$ cat src/rtl/noc_pkg.sv
// noc_pkg: mesh router sizing, port direction encoding and switch allocator state type.
package noc_pkg;
   localparam int PORTS = 5;
   localparam int PORT_W = 3;
   localparam int PORT_N = 0;
   localparam int PORT_E = 1;
   localparam int PORT_S = 2;
   localparam int PORT_W_DIR = 3;
   localparam int PORT_LOCAL = 4;
   typedef enum logic {IDLE, LOCKED} out_state_e;
endpackage

$ cat src/rtl/sw_arbiter_rr_arb.sv
// rr_arb: combinational one-hot round-robin pick, searching from ptr_i+1 upward with wrap.
module rr_arb #(
   parameter int N = 5,
   parameter int W = 3
) (
   input  logic [N-1:0] req_i,
   input  logic [W-1:0] ptr_i,
   output logic [N-1:0] gnt_o
);
   logic [W-1:0] idx;
   always_comb begin
      gnt_o = '0;
      idx = '0;
      // Walk farthest-first so the nearest requester after the pointer wins last.
      for (int k = N; k >= 1; k--) begin
         idx = W'((int'(ptr_i) + k) % N);
         if (req_i[idx]) begin
            gnt_o = '0;
            gnt_o[idx] = 1'b1;
         end
      end
   end
endmodule

$ cat src/rtl/sw_arbiter.sv
// sw_arbiter: per-output round-robin switch allocator with head-to-tail packet locking.
// Define SW_ARB_PERF_EN to add saturating per-output flit counters on perf_cnt_o.
module sw_arbiter #(
   parameter int PORTS = noc_pkg::PORTS,
   parameter int PORT_W = noc_pkg::PORT_W
) (
   input  logic                           clk,
   input  logic                           rst_n,
   input  logic [PORTS-1:0]               req_i,
   input  logic [PORTS-1:0][PORT_W-1:0]   port_i,
   input  logic [PORTS-1:0]               head_i,
   input  logic [PORTS-1:0]               tail_i,
   input  logic [PORTS-1:0]               out_rdy_i,
   output logic [PORTS-1:0]               grant_o,
   output logic [PORTS-1:0]               out_vld_o,
   output logic [PORTS-1:0][PORT_W-1:0]   sel_o
`ifdef SW_ARB_PERF_EN
   ,
   output logic [PORTS-1:0][15:0]         perf_cnt_o
`endif
);
   import noc_pkg::*;

   out_state_e                 state_q [PORTS];
   out_state_e                 state_d [PORTS];
   logic [PORTS-1:0][PORT_W-1:0] owner_q, owner_d, ptr_q, ptr_d, sel_q, sel_d, win_idx;
   logic [PORTS-1:0][PORTS-1:0]  cand, win;
   logic [PORTS-1:0]             nonhead_idle;

   always_ff @(posedge clk or negedge rst_n) begin
      if (!rst_n) begin
         state_q <= '{default: IDLE};
         owner_q <= '0;
         ptr_q   <= {PORTS{PORT_W'(PORTS - 1)}};
         sel_q   <= '0;
      end else begin
         state_q <= state_d;
         owner_q <= owner_d;
         ptr_q   <= ptr_d;
         sel_q   <= sel_d;
      end
   end

   // An idle output only takes heads; a locked one only its owner, head or not.
   always_comb begin
      cand = '0;
      nonhead_idle = '0;
      for (int j = 0; j < PORTS; j++) begin
         for (int i = 0; i < PORTS; i++) begin
            cand[j][i] = req_i[i] && port_i[i] == PORT_W'(j) && out_rdy_i[j] &&
                         (state_q[j] == IDLE ? head_i[i] : owner_q[j] == PORT_W'(i));
            nonhead_idle[j] = nonhead_idle[j] |
                              (req_i[i] && port_i[i] == PORT_W'(j) && state_q[j] == IDLE && !head_i[i]);
         end
      end
   end

   for (genvar j = 0; j < PORTS; j++) begin : g_arb
      rr_arb #(.N(PORTS), .W(PORT_W)) u_rr (
         .req_i (cand[j]),
         .ptr_i (ptr_q[j]),
         .gnt_o (win[j])
      );
      assert property (@(posedge clk) disable iff (!rst_n) !nonhead_idle[j]);
   end

   always_comb begin
      state_d = state_q;
      owner_d = owner_q;
      ptr_d = ptr_q;
      for (int j = 0; j < PORTS; j++) begin
         if (out_vld_o[j]) begin
            if (state_q[j] == IDLE) begin
               if (tail_i[win_idx[j]]) ptr_d[j] = win_idx[j];
               else begin
                  state_d[j] = LOCKED;
                  owner_d[j] = win_idx[j];
               end
            end else if (tail_i[owner_q[j]]) begin
               state_d[j] = IDLE;
               ptr_d[j] = owner_q[j];
            end
         end
      end
   end

   always_comb begin
      grant_o = '0;
      out_vld_o = '0;
      win_idx = '0;
      sel_d = sel_q;
      for (int j = 0; j < PORTS; j++) begin
         out_vld_o[j] = |win[j];
         grant_o = grant_o | win[j];
         for (int i = 0; i < PORTS; i++) if (win[j][i]) win_idx[j] = PORT_W'(i);
         sel_d[j] = out_vld_o[j] ? win_idx[j] : sel_q[j];
      end
      sel_o = sel_d;
   end

`ifdef SW_ARB_PERF_EN
   logic [PORTS-1:0][15:0] perf_q, perf_d;
   always_comb begin
      perf_d = perf_q;
      for (int j = 0; j < PORTS; j++)
         perf_d[j] = perf_q[j] + 16'(out_vld_o[j] && perf_q[j] != 16'hFFFF);
   end
   always_ff @(posedge clk or negedge rst_n) begin
      if (!rst_n) perf_q <= '0;
      else perf_q <= perf_d;
   end
   assign perf_cnt_o = perf_q;
`endif
endmodule

$ cat config.mk
export PLATFORM = sky130hd
export DESIGN_NAME = sw_arbiter
export DESIGN_NICKNAME = d
export VERILOG_FILES = /design/src/rtl/noc_pkg.sv /design/src/rtl/sw_arbiter_rr_arb.sv /design/src/rtl/sw_arbiter.sv
export SDC_FILE = /design/constraint.sdc
export NUM_CORES = 1
export LEC_CHECK = 0
export ABC_AREA = 0
export CAP_MARGIN = 0
export CORE_ASPECT_RATIO = 2
export CORE_MARGIN = 2
export CORE_UTILIZATION = 60
export CTS_BUF_LIST = sky130_fd_sc_hd__clkbuf_16
export DETAILED_ROUTE_END_ITERATION = 7
export PLACE_DENSITY = 0.79
export SLEW_MARGIN = 20
export SYNTH_ARGS = -nofsm -noshare
export SYNTH_HDL_FRONTEND = slang
export SYNTH_SLANG_ARGS = --single-unit
$ cat constraint.sdc
create_clock -name clk -period 7 [get_ports clk]
set_input_delay 0.7 -clock clk [delete_from_list [all_inputs] [get_ports clk]]
set_output_delay 0.7 -clock clk [all_outputs]
set_load 0.05 [all_outputs]
==> results of run 1 <==
[flip-flops by register name, indices dropped and copies added (netlist names)]
register,flops
owner_q,15
ptr_q,15
sel_q,15
state_q,5
[what timing repair did]
item	CTS	global route
resized for setup	4	20
setup buffers	0	9
hold endpoints to repair	0	0
pin swaps	0	2
endpoints found under the setup margin	4	20
[logic make-up after synthesis]
family                   count (synthesis)
multiplexers                            76
AO/OA/AOI/OAI                          602
buffers and inverters                  190
XOR/XNOR                                38
AND/OR/NAND/NOR                        685
adder cells (fa/ha/maj)                125
flip-flops                              50
[how the worst min path moves through the flow]
stage                          from         end  slack, ns  cells past startpoint
after floorplan               rst_n  owner_q[0]       0.40                      0
after global routing      sel_q[12]   sel_q[12]       0.52                      2
after detailed placement   sel_q[8]    sel_q[8]       0.47                      2
after global placement    sel_q[14]   sel_q[14]       0.46                      2
after CTS                  sel_q[8]    sel_q[8]       0.48                      2
final                     sel_q[13]   sel_q[13]       0.49                      2
[metal layers]
layer / track usage [%] / routed length [µm]
met1: 40.0 / 15700
met2: 67.0 / 22100
met3: 5.49 / 2940
met4: 33.9 / 4540
met5: 0 / 0
[metrics by stage]
step | util [%] | setup TNS (ns) | std cells | cell area [µm²]
after floorplan | - | 0 | 1766 | 13100
after global placement | 66.4 | 0 | 2071 | 14300
after detailed placement | 66.4 | 0 | 2071 | 14300
after CTS | 67.1 | 0 | 2079 | 14400
after global routing | 67.9 | -0.0610 | 2088 | 14600
final | 67.9 | 0 | 2088 | 14600
[cell type report]
cell class / count / area [µm²] / area share (%)
multi-input combinational: 1526 / 11200 / 76.9
sequential: 50 / 1260 / 8.64
timing repair buffer: 117 / 1190 / 8.17
inverter: 114 / 432 / 2.96
tap: 273 / 342 / 2.34
clock buffer: 5 / 125 / 0.858
clock inverter: 3 / 17.5 / 0.120
[cells in the mapped netlist (25+ instances only)]
cell type  number  area [µm²]
a211oi_1       31         233
o211ai_1       38         285
o31ai_1        25         188
clkbuf_1       56         210
mux2i_1        48         480
nand3_1        63         315
and2_1         29         181
a21o_1         31         233
ha_1          124        1550
nor2_1        115         432
inv_1          99         372
xnor2_1        30         263
nor2b_1        56         350
a21oi_1        77         385
nand2_1       140         526
nand2b_1       36         225
o21ai_0        80         400
dfrtp_1        45        1130
nor3_1         59         295
[tightest hold or removal path: stages (launching register included)]
cell and delay [ns]:
dfrtp_1 0.33, nand2_1 0.04, nand2_1 0.07
==> results.cfg, run 1 <==
[worst_setup_path]
worstSetupStartpoint = ptr_q[1]
crit_path_max_incr_delay_ns = 0.70
crit_end = sel_o[1]
reg2reg_from = ptr_q[10]
r2r-end = ptr_q[9]
crit_fanout = 10
reg2reg_depth = 23
reg2reg_slack_ns = 0.76
critPathCaptureType = primary output
crit_family = compound AO/OA/AOI/OAI gates
worstPathCellList = inv_1, buf_4, ha_1, a21oi_2, inv_1, ha_1, nor4bb_1, a211oi_2, a2111oi_0, a211oi_1, mux2_2, a31oi_1, a311o_1, a211oi_1, a41oi_1, and4b_2, nand2_1, nand2_1, buf_12
crit_path_start_kind = register
cp.arrival_ns = 6.01
path_buf_inv = 4
crit_cells = 19
slowest_stage = a41oi_1
crit_type = register to primary output
required_ns = 6.30

[final_layout]
fillers = 1954
final_layout_size_suffix_gt1_share_pct = 11.8
diodes = 0
most-common-layout-cells = 140 x nand2_1, 121 x ha_1, 115 x nor2_1, 99 x inv_1, 77 x o21ai_0
nets = 1976
mostFrequentLayoutCell = nand2_1
synthToLayoutAreaGrowth_pct = 11.3

[placed_design]
place_congestion = 0.986
dp_slack_ns = 0.218
place_hpwl_um = 35300
io_buffers = 61

[logic_synthesis]
synth_compound_area_share_pct = 34.4
synth_area_per_cell_um2 = 7.42
synth_top_family_by_area = compound AO/OA/AOI/OAI gates
yosysWarnings = 0
synth-adder-area-share_pct = 12.0
ys_types = 108
synthCells = 1766
ys_ff_latch = 50
synth_edf_count = 0
muxShareOfSynthArea_pct = 6.76
syn-cell-area_um2 = 13100
async_flop_share_pct = 100
synth_nets = 1928
synth_seq_area_share_pct = 9.60
synth_xor_area_share_pct = 2.77
yosys.area_share.simple_pct = 28.8
synth_ff_type = dfrtp_1

[job]
cap_violations = 0

[timing]
worst_pin_slew_ns = 0.938
finalSetupViolCount = 0
fin_crit_ns = 6.71
max_freq_mhz = 149
timing.final.max_slew_violations = 0
slew_headroom_pct = 37.4
setup_ws_ns = 0.295
timing.hold.ws_ns = 0.486
period_share_pct = 95.8
hold_viol = 0
finClkSkew_ns = 0.00487

[clocking]
cts_buffer_depth = 2
tritoncts = yes
h-tree-depth = 2
cts_sinks = 50
clkLatencyLatePin_ns = 0.30
ctsHoldBuffers = 0
clk_pin_slew_worst_paths_ns = 0.07
cts_buffers = 5
ctsRootBufferMaster = clkbuf_16

[floorplanning]
start_util_pct = 61.0
io_pins = 62
die_area_um2 = 23100
num_rows = 76
coreArea_um2 = 21500
dieWidth_um = 108
fp.dieH_um = 213

[hold_path]
worstHoldPathType = register to register

[drt]
dr.pass1.iters = 7
avgViaCountPerCell = 7.17
antenna_left = 0
dr.first_iter.drc_count = 1319
dr_total_vias = 14963
wirelength_um = 45300
wl_per_cell_um = 21.7
remaining_drc_errors = 0

[global_route]
grt_max_degree = 51
antenna_found_initial = 0
grt_pass1_vias = 14449
grt_use_total_pct = 38.8
grt_pass1_wl_um = 72000
overflow = 0

[status]
outcome = finished, final reports clean
Power of run 1 is not shown: default switching activity piles up to over one toggle a cycle in this logic, so the estimate is an artifact.
==> inputs of run 2 (changes only) <==
--- a/config.mk
+++ b/config.mk
@@ -9,10 +9,10 @@
 export CAP_MARGIN = 0
 export CORE_ASPECT_RATIO = 2
 export CORE_MARGIN = 2
-export CORE_UTILIZATION = 60
+export CORE_UTILIZATION = 58
 export CTS_BUF_LIST = sky130_fd_sc_hd__clkbuf_16
 export DETAILED_ROUTE_END_ITERATION = 7
-export PLACE_DENSITY = 0.79
+export PLACE_DENSITY = 0.8
 export SLEW_MARGIN = 20
 export SYNTH_ARGS = -nofsm -noshare
 export SYNTH_HDL_FRONTEND = slang
==> constraint.sdc (replaced) <==
create_clock -name clk -period 5.8 [get_ports clk]
set_input_delay 0.58 -clock clk [delete_from_list [all_inputs] [get_ports clk]]
set_output_delay 0.58 -clock clk [all_outputs]
set_load 0.05 [all_outputs]
==> results.cfg, run 2 (same netlist as run 1, synthesis figures left out) <==
[drt]
wirelength_um = 48700
dr_total_vias = 15664
dr.pass1.iters = 6
antenna_left = 0
wl_per_cell_um = 22.3
remaining_drc_errors = 0
avgViaCountPerCell = 7.16
dr.first_iter.drc_count = 1492

[final_layout]
fillers = 1740
multi_input_area_um2 = 12100
mostFrequentLayoutCell = buf_4
stdcell_count = 2189
post-route-util_pct = 73.4
synthToLayoutAreaGrowth_pct = 24.2
diodes = 0
final_layout_size_suffix_gt1_share_pct = 22.9
most-common-layout-cells = 152 x buf_4, 131 x nand2_1, 110 x nor2_1, 104 x ha_1, 92 x inv_1
seq_area_um2 = 1260
nets = 2074
top_regs = owner_q x15, ptr_q x15, sel_q x15

[worst_setup_path]
cp.arrival_ns = 5.16
required_ns = 5.22
crit_path_max_incr_delay_ns = 0.60
crit_type = register to primary output
critPathCaptureType = primary output
crit_path_start_kind = register
path_buf_inv = 4
slowest_stage = dfstp_2
crit_fanout = 7
crit_family = compound AO/OA/AOI/OAI gates
worstPathCellList = buf_12, xnor2_4, inv_2, ha_2, nor2_2, a211o_1, nand2_1, ha_2, nor2b_2, a2111o_1, o221ai_2, mux2_4, a22o_1, a2111oi_4, o22ai_2, a221oi_2, buf_4, nand3_1, or3_4, buf_4

[timing]
hold_viol = 0
finClkSkew_ns = 0.0156
worst_pin_slew_ns = 0.900
period_share_pct = 98.9
setup_ws_ns = 0.0618
max_freq_mhz = 174
timing.hold.ws_ns = 0.401
finalSetupViolCount = 0
fin_crit_ns = 5.74
timing.final.max_slew_violations = 0
slew_headroom_pct = 40.0

[clocking]
clkLatencyLatePin_ns = 0.31
tritoncts = yes
ctsHoldBuffers = 0
cts_buffer_depth = 2
cts_buffers = 5
ctsRootBufferMaster = clkbuf_16
cts_sinks = 50
h-tree-depth = 2
clk_pin_slew_worst_paths_ns = 0.08

[floorplanning]
num_rows = 77
start_util_pct = 59.1
io_pins = 62
fp.dieH_um = 217
die_area_um2 = 23900
coreArea_um2 = 22200
dieWidth_um = 110

[placed_design]
dp_cells = 2129
dp_slack_ns = 0.0149
place_congestion = 0.996
io_buffers = 61
place_hpwl_um = 36700

[global_route]
antenna_found_initial = 0
grt_max_degree = 51
overflow = 0
grt_pass1_wl_um = 74500
grt_pass1_vias = 15154
grt_use_total_pct = 39.3

[job]
cap_violations = 0

[status]
outcome = finished, final reports clean

[hold_path]
worstHoldPathType = primary input to asynchronous set/reset pin
run 2: changes by cell type in the layout (fill, tap and decap cells not counted), sizes merged:
| cell | change |
|---|---|
| buf | +99 |
| clkdlybuf4s50 | -1 |
| clkinv | +1 |
| inv | -1 |
run 2: layout make-up:
| class | count | share of cell area (%) |
|---|---|---|
| Multi-Input combinational cell | 1526 | 74.2 |
| Clock buffer | 5 | 0.769 |
| Timing Repair Buffer | 215 | 12.4 |
| Tap cell | 276 | 2.12 |
| Sequential cell | 50 | 7.78 |
| Inverter | 114 | 2.73 |
| Clock inverter | 3 | 0.0692 |
run 2: routing by layer:
metal / up-vias / wire, µm / part of all wire (%) / GRT usage, %
met4: 0 / 5150 / 11 / 35.1
met5: - / 0 / 0 / 0
met2: 802 / 24200 / 50 / 67.5
met3: 348 / 3260 / 6.7 / 8.21
li1: 7120 / - / - / -
met1: 7394 / 16100 / 33 / 38.0
run 2: what timing repair did:
item                                    in CTS  in global routing
pin swaps                                    7                 49
resized for setup                           22                142
setup buffers                                8                 44
endpoints found under the setup margin      21                 36
run 2: worst reg2reg max path: cells and delay by family, from the launching register on:
| family | cells | cell delay, ns |
|---|---|---|
| AO/OA/AOI/OAI | 9 | 1.92 |
| AND/OR/NAND/NOR | 5 | 0.94 |
| buffers and inverters | 5 | 0.72 |
| multiplexers | 2 | 0.68 |
| flip-flops | 1 | 0.60 |
| adder cells (fa/ha/maj) | 2 | 0.45 |
| XOR/XNOR | 1 | 0.13 |
run 2: worst paths after layout:
path | slack, ns | start | end | cells past startpoint
min in group clk | 0.51 | sel_q[13] | sel_q[13] | 2
max reg2reg | 0.25 | ptr_q[11] | ptr_q[9] | 24
min | 0.40 | rst_n | sel_q[5] | 2
min reg2reg | 0.51 | sel_q[13] | sel_q[13] | 2
max | 0.06 | ptr_q[11] | grant_o[4] | 20
max in group asynchronous | 4.88 | rst_n | ptr_q[1] | 2
run 2: through the flow:
stage / TNS [ns] / area (µm²)
finish: 0 / 16300
global route: -1.56 / 16300
CTS: 0 / 15300
detailed placement: 0 / 15000
global placement: 0 / 15000
floorplan: -0.0911 / 13400
Power of run 2 is left out for the same reason.
==> inputs of run 3 (changes only) <==
--- a/config.mk
+++ b/config.mk
@@ -12,6 +12,7 @@
 export CORE_UTILIZATION = 58
 export CTS_BUF_LIST = sky130_fd_sc_hd__clkbuf_16
 export DETAILED_ROUTE_END_ITERATION = 7
+export GPL_TIMING_DRIVEN = 1
 export PLACE_DENSITY = 0.8
 export SLEW_MARGIN = 20
 export SYNTH_ARGS = -nofsm -noshare
==> results of run 3 <==
Final layout, timing and power as in run 2 (identical DEF).
Power of run 3 is left out for the same reason.
